**src/rtl/finish_line_detector.sv**
```systemverilog
// Finish-line marker detector: debounces the all-sensors-active marker and emits one lap_pulse per crossing.
// Optional macro FINISH_SKIP_FIRST_EN suppresses the pulse for the first accepted crossing after reset.
module finish_line_detector #(
    parameter int   NUM_SENZORI   = 5,
    parameter logic SENSOR_ACTIVE = 1'b1,
    parameter int   DEBOUNCE_CYC  = 1000,
    parameter int   HOLDOFF_CYC   = 50_000_000
) (
    input  logic                   tact,
    input  logic                   reset,
    input  logic [NUM_SENZORI-1:0] senzori,
    input  logic                   enable,
    output logic                   lap_pulse,
    output logic                   marker_det,
    output logic                   busy,
    output logic [2:0]             stare
);

    localparam int CNT_MAX = (DEBOUNCE_CYC > HOLDOFF_CYC) ? DEBOUNCE_CYC : HOLDOFF_CYC;
    localparam int CW      = $clog2(CNT_MAX + 1);
    localparam logic [CW-1:0] DEB_LAST  = CW'(DEBOUNCE_CYC - 1);
    localparam logic [CW-1:0] HOLD_LAST = CW'(HOLDOFF_CYC - 1);

    typedef enum logic [2:0] {
        ARMED      = 3'd0,
        CONFIRM    = 3'd1,
        PULSE      = 3'd2,
        HOLDOFF    = 3'd3,
        WAIT_CLEAR = 3'd4
    } state_t;

    state_t                 state_q, state_d;
    logic [CW-1:0]          cnt_q, cnt_d;
    logic [NUM_SENZORI-1:0] sync1_q, sync2_q;
    logic                   marker_q;
    logic                   mk;

    assign mk = (sync2_q == {NUM_SENZORI{SENSOR_ACTIVE}});

    always_ff @(posedge tact) begin
        if (reset) begin
            sync1_q  <= '0;
            sync2_q  <= '0;
            marker_q <= 1'b0;
            state_q  <= ARMED;
            cnt_q    <= '0;
        end else begin
            sync1_q  <= senzori;
            sync2_q  <= sync1_q;
            marker_q <= mk;
            state_q  <= state_d;
            cnt_q    <= cnt_d;
        end
    end

    always_comb begin
        state_d = state_q;
        cnt_d   = cnt_q;
        case (state_q)
            ARMED: begin
                if (mk) begin
                    cnt_d   = CW'(1);
                    state_d = (DEBOUNCE_CYC == 1) ? PULSE : CONFIRM;
                end else begin
                    cnt_d = '0;
                end
            end
            CONFIRM: begin
                // A marker that drops before the full debounce window is a partial/diagonal crossing.
                if (!mk) begin
                    state_d = ARMED;
                    cnt_d   = '0;
                end else if (cnt_q == DEB_LAST) begin
                    state_d = PULSE;
                    cnt_d   = '0;
                end else begin
                    cnt_d = cnt_q + 1'b1;
                end
            end
            PULSE: begin
                state_d = HOLDOFF;
                cnt_d   = '0;
            end
            HOLDOFF: begin
                if (cnt_q == HOLD_LAST) begin
                    state_d = WAIT_CLEAR;
                    cnt_d   = '0;
                end else begin
                    cnt_d = cnt_q + 1'b1;
                end
            end
            WAIT_CLEAR: begin
                if (mk) begin
                    cnt_d = '0;
                end else if (cnt_q == DEB_LAST) begin
                    state_d = ARMED;
                    cnt_d   = '0;
                end else begin
                    cnt_d = cnt_q + 1'b1;
                end
            end
            default: begin
                state_d = ARMED;
                cnt_d   = '0;
            end
        endcase
        if (!enable) begin
            state_d = ARMED;
            cnt_d   = '0;
        end
    end

`ifdef FINISH_SKIP_FIRST_EN
    // The first crossing is the start-line departure; it runs the full timing but is not counted.
    logic first_done_q;
    always_ff @(posedge tact) begin
        if (reset)
            first_done_q <= 1'b0;
        else if (state_q == PULSE)
            first_done_q <= 1'b1;
    end
    assign lap_pulse = (state_q == PULSE) && first_done_q;
`else
    assign lap_pulse = (state_q == PULSE);
`endif

    assign marker_det = marker_q;
    assign busy       = (state_q != ARMED);
    assign stare      = state_q;

endmodule

```
**config.mk**
```make
export PLATFORM = sky130hd
export DESIGN_NAME = finish_line_detector
export DESIGN_NICKNAME = d
export VERILOG_FILES = /design/src/rtl/finish_line_detector.sv
export SDC_FILE = /design/constraint.sdc
export NUM_CORES = 1
export LEC_CHECK = 0
export ABC_AREA = 1
export CAP_MARGIN = 0
export CORE_ASPECT_RATIO = 1.25
export CORE_MARGIN = 5
export CORE_UTILIZATION = 55
export DETAILED_ROUTE_END_ITERATION = 8
export DONT_BUFFER_PORTS = 1
export PLACE_DENSITY = 0.73
export SYNTH_ARGS = -nofsm -noshare
export SYNTH_HDL_FRONTEND = slang
export SYNTH_SLANG_ARGS = --single-unit
```
**constraint.sdc**
```tcl
create_clock -name tact -period 1.9 [get_ports tact]
set_clock_uncertainty 0.05 [all_clocks]
set_input_delay 0.38 -clock tact [delete_from_list [all_inputs] [get_ports tact]]
set_output_delay 0.38 -clock tact [all_outputs]
set_load 0.01 [all_outputs]
```
# Yosys cells after proc, flatten, opt, wreduce, memory -nomap -nowiden
# Cells that the tools add are included.
# W data, S select, Z words.
# op_classes
eq_ne	12
muxes	13
reduce_logical	4
bitwise	1
add_sub_neg	1
# ops
cell	count
$mux W26	4
$pmux W26 S4	1
$add A26 B1 Y26 const B	1
$eq A26 B10 Y1 const B	1
$eq A26 B26 Y1 const B	1
$mux W3	6
$pmux W3 S5	1
$ne A2 B2 Y1 const B	4
$eq A3 B2 Y1 const B	2
$eq A5 B5 Y1 const B	1
$reduce_and A5 Y1	1
$eq A3 B1 Y1 const B	1
$eq A3 B3 Y1 const B	1
$logic_not A3 Y1	1
$ne A3 B3 Y1 const B	1
$reduce_bool A3 Y1	1
$reduce_or A2 Y1	1
$mux W1	1
$not A1 Y1	1
# word_totals
regBits	40
inputBits	8
output_inout_bits	6

# Logic depth before layout (Yosys ltp)
# Gate-level depths: netlist of the first run.
# depth
depth_word	4
depth_mapped	13

# Worst setup path before layout of the first run
# OpenSTA, ideal clock, no wires.
# synth_path
path_type	register to register
from	register cnt_q[0]
to	register cnt_q[20]
arrival_ps	1470
path_stages_with_launch	14
path_slack_ps	265
synth_period_minus_slack_ps	1635
n_path_buf	1
required_ps	1735
setup_time_ps	115
path_cell_list	dfxtp_1 -> ha_1 -> nand2_1 -> nor2_1 -> nand3_1 -> nor2_1 -> nand2_1 -> nand2_1 -> nand2_2 -> inv_2 -> nand2_4 -> nand2_4 -> buf_6 -> nor2_2
# synth_via
elab_chain_len	4
elab_cells_between_ends	8
# synth_lines
item	line	rtl
start, declared	33	logic [CW-1:0] cnt_q, cnt_d;
start signal, assigned	52	cnt_q <= cnt_d;
$add A26 B1 Y26 or $eq A26 B10 Y1 (tied branches)	n/a	
$mux W26	73, 95	
$mux W26, on equally long branches	93, 70	
$pmux W26 S4 *	59	case (state_q)
# Every way passes the cells marked *; elsewhere a longest branch is shown, timed or not.
# A chain may end at the register's enable or synchronous reset.

# Worst setup path after layout of the first run
# layout_path
from	register cnt_q[1]
to	register cnt_q[15]
# The elaborated chain is that of the path after synthesis.

==> results of run 1 <==
## cells in the final DEF (no fill, tap or decap), drive strengths merged
| master | instances |
|---|---|
| xor2 | 15 |
| inv | 47 |
| nand4 | 7 |
| clkinvlp | 1 |
| ha | 1 |
| or2 | 1 |
| o21ai | 6 |
| nor2 | 82 |
| nand3 | 15 |
| nor3 | 12 |
| buf | 7 |
| clkbuf | 7 |
| a21oi | 2 |
| xnor2 | 3 |
| o21bai | 1 |
| dfxtp | 40 |
| nand2 | 59 |
| nand3b | 2 |
| nor4 | 2 |
## timing repair
| action | in CTS | in global routing |
|---|---|---|
| resized for setup | 0 | 9 |
| setup buffers | 0 | 0 |
| endpoints found under the setup margin | 0 | 28 |
## critical path: cells and delay by family (launching register included)
family | cells | cell delay (ns)
flip-flops | 1 | 0.34
AO/OA/AOI/OAI | 1 | 0.20
AND/OR/NAND/NOR | 7 | 0.62
buffers and inverters | 2 | 0.24
adder cells (fa/ha/maj) | 1 | 0.18
## state kept, by name, summed over array words and instances (netlist names)
register	cells
sync1_q	5
sync2_q	5
stare	3
marker_det	1
cnt_q	26
## routing by layer
layer	track usage	part of all wire	routed length, um	vias up
met2	0.320	0.50	2050	33
li1	-	-	-	934
met1	0.204	0.42	1740	798
met3	0.0472	0.037	152	16
met5	0	0	0	-
met4	0.127	0.044	180	0
## layout make-up
| class | count | area, um2 |
|---|---|---|
| clock buffer | 7 | 86.3 |
| sequential | 40 | 803 |
| inverter | 47 | 176 |
| clock inverter | 1 | 7.51 |
| multi-input combinational | 208 | 1090 |
| fill | 329 | 1430 |
| timing repair buffer | 7 | 77.6 |
| tap | 40 | 50.0 |
## power by group
group	total (mW)	switching [mW]	internal (mW)
sequential	0.852	0.00359	0.848
combinational	0.0241	0.0154	0.00861
clock	0.589	0.294	0.295
## through the flow
step / power [mW] / utilization / cell area, um2 / std cells
floorplan: 0.893 / - / 2060 / 298
finish: 1.46 / 0.615 / 2290 / 350
global route: 1.54 / 0.615 / 2290 / 350
CTS: 1.48 / 0.607 / 2260 / 350
global placement: 0.895 / 0.582 / 2170 / 342
detailed placement: 0.895 / 0.582 / 2170 / 342
## how the worst max path moves through the flow
stage | from | to | slack, ns | depth (start not counted)
after floorplan | cnt_q[0] | cnt_q[20] | 0.26 | 13
after global placement | cnt_q[2] | cnt_q[19] | 0.14 | 7
after detailed placement | cnt_q[0] | cnt_q[15] | 0.09 | 13
after CTS | cnt_q[0] | cnt_q[5] | 0.08 | 13
after global routing | cnt_q[1] | cnt_q[9] | 0.006 | 13
final | cnt_q[1] | cnt_q[15] | 0.15 | 11
## cell families (layout without fill, tap and decap cells)
logic type / Yosys count / after routing / synth area share
adders and majority gates: 1 / 1 / 0.00606
and+or+nand+nor: 180 / 180 / 0.407
xor gates and xnor gates: 18 / 18 / 0.0764
buffers and inverters: 50 / 62 / 0.0982
DFF: 40 / 40 / 0.388
AOI/OAI and AO/OA: 9 / 9 / 0.0248
==> results.md, run 1 <==
* RePlAce Congestion at 0.879
* Initial antenna violation count at 0
* CP Launch Type: flop
* RSZ-0062 raised after global routing: no
* Total die area at 0.00509 mm2
* Clock buffer depth at 2
* Buffers added on ports at 0
* Count leader, synth: nor2_1
* Distinct cells, synth at 27
* Layout cells sized above 1 at 0.181
* CTS tree: built
* Syn nets at 307
* Antenna viol nets, final at 0
* Maximum vdd drop at 0.453 mV
* CP max FO at 13
* Hold Path Stages at 1
* Hold-fix buffers at CTS at 0
* Drt drc at 0
* Hold Fails Final Rpt at 0
* CP max stage delay at about 0.34 ns
* DR WL/cell at 11.8 um
* Status: finished clean
* Io pins at 14
* Worst skew pair latency at about 0.30 ns
* Setup WS pre-CTS at between 0.09 and 0.1 ns
* Antenna Cells at 0
* Worst flop-to-flop path startpoint: cnt_q[1]
* Total CTS buffers at 5
* Post-Synthesis Cells at 298
* Area grow syn2layout at 10.8%
* TNS Setup at 0 ns
* Slew margin rel. at 0.708
* Ranking of synthesized cells by area: dfxtp_1 (39%), nor2_1 (11%), nand2_1 (10%)
* PD cells at 640 mW/mm2
* First-pass GRT wire length at roughly 7400 um
* Rows at 25
* Via count at 1,781
* Share of the synthesized area in the top cell type at 0.388
* Worst-Margin Slew at 0.434 ns
* 1st-iter DRT viols at 122
* Post-DP HPWL at around 3200 um
* Sequential fraction of the synthesis area at 0.388
* Hold EP: sync1_q[1]
* Die Ht at 78.5 um
* Worst R2R End: cnt_q[15]
* GRT overflow at 0
* Min-delay src: reset
* Sink Count at 40
* Number of synthesized flops with an enable pin at 0
* Final worst slack at 0.152 ns
* Crit path DAT at 1.89 ns
* Ys async rst share at 0
* Cell breakdown of the critical path: ha_1, nand2_1, nor2_2, nand2_1, o21ai_2, nand2_2, inv_2, nand2_4, nand2_4, buf_12, nor2_2
* Drt pass-1 iters at 4
* Final Cycle Share at 0.920
* R2R cell count at 11
* Yosys warning count at 0
* Hold Path Class: primary input to flop
* Synth Flop Type: dfxtp_1
* Vias in the first global route at ~1,800
* Register-to-register path setup slack at 0.15 ns
* Setup-failing EPs final at 0
* Dominant cell type by area after synthesis: dfxtp_1
* Lkg Pwr at 0.875 nW
* Pins Over Slew Limit at 0
* Worst hold slack at 0.0904 ns
* GRT Resource Usage Total at 0.189
* Die W at between 60 and 70 um
* Crit Path Category: flop to flop
* Max_cap viols at 0
* Max Clk Rate at 572 MHz
* Clock transition time at the flip-flop clock pins of the worst setup and hold paths at 0.08 ns
* CORE AREA at ~0.0037 mm2
* Clock root cell: clkbuf_8
* Tmin final at 1.75 ns
* Initial Utilization at 0.555
* Critical Path Slowest Stage Cell: dfxtp_1
* Crit. End Element: flop
* # nets final at 318
* H-Tree Depth at 2
* Crit path required time at ~2.0 ns
* Mean Syn Cell Area at 6.93 um2
* Mapped Area at 0.00206 mm2
* Drt total wl at just over 4000 um
* Synth top cells by count: nor2_1 (59), nand2_1 (55), inv_1 (45)
* Largest net degree at the start of global routing at 14
* Via density at 5.09
* #FFs+latches synth at 40
Note: power is estimated with default switching activity, not from simulation.
==> run 2: changes to the inputs <==
--- a/config.mk
+++ b/config.mk
@@ -10,6 +10,7 @@
 export CORE_ASPECT_RATIO = 1.25
 export CORE_MARGIN = 5
 export CORE_UTILIZATION = 55
+export CTS_CLUSTER_DIAMETER = 60
 export DETAILED_ROUTE_END_ITERATION = 8
 export DONT_BUFFER_PORTS = 1
 export PLACE_DENSITY = 0.73
==> results of run 2 <==
Same layout as run 1: the final DEF is identical, and so are final timing and power.
==> run 3: changes to the inputs <==
--- a/config.mk
+++ b/config.mk
@@ -6,7 +6,7 @@
 export NUM_CORES = 1
 export LEC_CHECK = 0
 export ABC_AREA = 1
-export CAP_MARGIN = 0
+export CAP_MARGIN = 5
 export CORE_ASPECT_RATIO = 1.25
 export CORE_MARGIN = 5
 export CORE_UTILIZATION = 55
==> constraint.sdc (replaced) <==
create_clock -name tact -period 1.9 [get_ports tact]
set_clock_uncertainty 0.05 [all_clocks]
set_input_delay 0.57 -clock tact [delete_from_list [all_inputs] [get_ports tact]]
set_output_delay 0.57 -clock tact [all_outputs]
set_load 0.01 [all_outputs]
==> results.md, run 3 (synthesis gave the netlist of run 1 again) <==
* # fillers at 329 (unchanged)
* Io pins at 14 (unchanged)
* Via count at 1,774 (-0.39%)
* Power share of the clock group at 0.437 (+0.035)
* Antenna viol nets, final at 0 (unchanged)
* Total die area at 0.00509 mm2 (unchanged)
* CP max stage delay at 0.36 ns (+0.02 ns)
* Sw Pwr at 0.313 mW (-0.20%)
* Layout Utilization at 0.637 (+0.0225)
* GRT Resource Usage Total at 0.188 (-0.000949)
* CORE AREA at 0.00372 mm2 (unchanged)
* First-pass GRT wire length at 7460 um (+0.74%)
* Crit path required time at 1.28 ns (-0.76 ns)
* Layout cells sized above 1 at 0.198 (+0.0174)
* Crit Path Category: flop to output port
* RePlAce Congestion at 0.871 (-0.93%)
* Slew margin rel. at 0.759 (+0.0510)
* Total CTS buffers at 5 (unchanged)
* Tmin final at 1.83 ns (+0.0772 ns)
* Maximum vdd drop at 0.750 mV (+65%)
* Critical Path Slowest Stage Cell: dfxtp_2
* Pint at 1.25 mW (+8.3%)
* Initial antenna violation count at 0 (unchanged)
* Cell breakdown of the critical path: or2_2, nor2_4, inv_1
* Largest net degree at the start of global routing at 14 (unchanged)
* Initial Utilization at 0.555 (unchanged)
* Pins Over Slew Limit at 0 (unchanged)
* Hold Path Class: primary input to flop
* Hold-fix buffers at CTS at 0 (unchanged)
* Worst-Margin Slew at 0.360 ns (-0.0736 ns)
* Drt pass-1 iters at 4 (unchanged)
* Antenna Cells at 0 (unchanged)
* Final Cycle Share at 0.961 (+0.0406)
* CP max FO at 5 (-8)
* Top reg by flops: cnt_q
* Hold Fails Final Rpt at 0 (unchanged)
* Final Instance Area at 0.00237 mm2 (+3.7%)
* Via density at 5.03 (-1.2%)
* Post-DP HPWL at 3240 um (+1.3%)
* Commonest non-fill, non-tap cell in the layout: nor2_1
* CP Launch Type: flop
* Vias in the first global route at 1,765 (-0.62%)
* Crit path DAT at 1.21 ns (-0.68 ns)
* PD cells at 657 mW/mm2 (+2.7%)
* Drt drc at 0 (unchanged)
* Die Ht at 78.5 um (unchanged)
* Switching Fraction at 0.200 (-0.0134)
* Setup-failing EPs final at 0 (unchanged)
* DR WL/cell at 12.2 um (+3.7%)
* Crit. End Element: output port
* Status: finished clean
* Clock transition time at the flip-flop clock pins of the worst setup and hold paths at 0.08 ns (about the same)
* Buffers added on ports at 0 (unchanged)
* RSZ-0062 raised after global routing: no
* Rows at 25 (unchanged)
* 1st-iter DRT viols at 71 (-42%)
* Clock root cell: clkbuf_8
* H-Tree Depth at 2 (unchanged)
* Area grow syn2layout at 14.9%
* Worst skew pair latency at 0.29 ns (about the same)
* Clock buffer depth at 2 (unchanged)
* Max Clk Rate at 548 MHz (-4.2%)
* Lkg Pwr at 0.899 nW (+2.8%)
* # nets final at 321 (+0.94%)
* GRT overflow at 0 (unchanged)
* Gate power share at 0.017 (about the same)
* Sequential Power Share at 0.546 (-0.035)
* Sink Count at 40 (unchanged)
* Drt total wl at 4310 um (+4.6%)
* Regs by FF count: cnt_q x26, sync1_q x5, sync2_q x5
* Die W at 64.8 um (unchanged)
* CTS tree: built
* Most frequent cells in the layout: nor2_1 (55), nand2_1 (54), inv_1 (45), dfxtp_1 (37), nor2_2 (24)
* Max_cap viols at 0 (unchanged)
* Dpl cell area at 0.00218 mm2 (+0.69%)
* Max FFs per register at 26 (unchanged)
[run 3: worst max-delay path, delay by kind of cell (launching register included)]
family | cells | cell delay, ns
buf+inv | 1 | 0.09
flops | 1 | 0.36
simple gates | 2 | 0.46
[run 3: path summary, 6_finish.rpt]
kind / from / to / slack [ns] / cells after the start
worst min register to register: sync1_q[2] / sync2_q[2] / 0.36 / 2
worst min-delay path: reset / sync2_q[1] / 0.28 / 1
worst max-delay path: stare[2] / busy / 0.07 / 3
worst max register to register: cnt_q[2] / cnt_q[13] / 0.17 / 7
[run 3: power groups by stage]
stage | Combinational [mW] | Clock, mW | Sequential (mW)
floorplan | 0.0222 | 0 | 0.871
global placement | 0.0235 | 0 | 0.871
detailed placement | 0.0241 | 0 | 0.871
CTS | 0.0244 | 0.703 | 0.852
global route | 0.0307 | 0.742 | 0.853
finish | 0.0258 | 0.682 | 0.852
[run 3: per-layer routing]
layer  global-route usage  vias to the layer above  part of all wire
li1                     -                      938                 -
met1                0.202                      787              0.41
met2                0.342                       36              0.52
met3               0.0486                       13             0.037
met4               0.0782                        0             0.028
met5                    0                        -                 0
[run 3: area by class of cell]
cell class	count	area, um2	area share
clock buffers	6	72.6	0.0306
clock inverters	2	35.0	0.0148
inverters	47	176	0.0744
multi-input cells	208	1120	0.470
flip-flops and latches	40	805	0.339
well taps	40	50.0	0.0211
repair buffers	10	118	0.0496
[run 3: timing repair]
action,in CTS,in global routing
pin swaps,0,2
setup buffers,0,0
resized for setup,1,14
cloned,0,1
endpoints found under the setup margin,1,30
[run 3: stage by stage]
stage	setup TNS [ns]	std cells	hold slack [ns]	total power, mW	setup slack (ns)
2_1_floorplan	0	298	0.338	0.893	0.265
3_3_place_gp	0	344	0.341	0.895	0.157
3_5_place_dp	0	344	0.347	0.896	0.0718
4_1_cts	-0.00560	352	0.277	1.58	-0.00481
5_1_grt	0	353	0.270	1.63	0.00552
6_report	0	353	0.283	1.56	0.0746
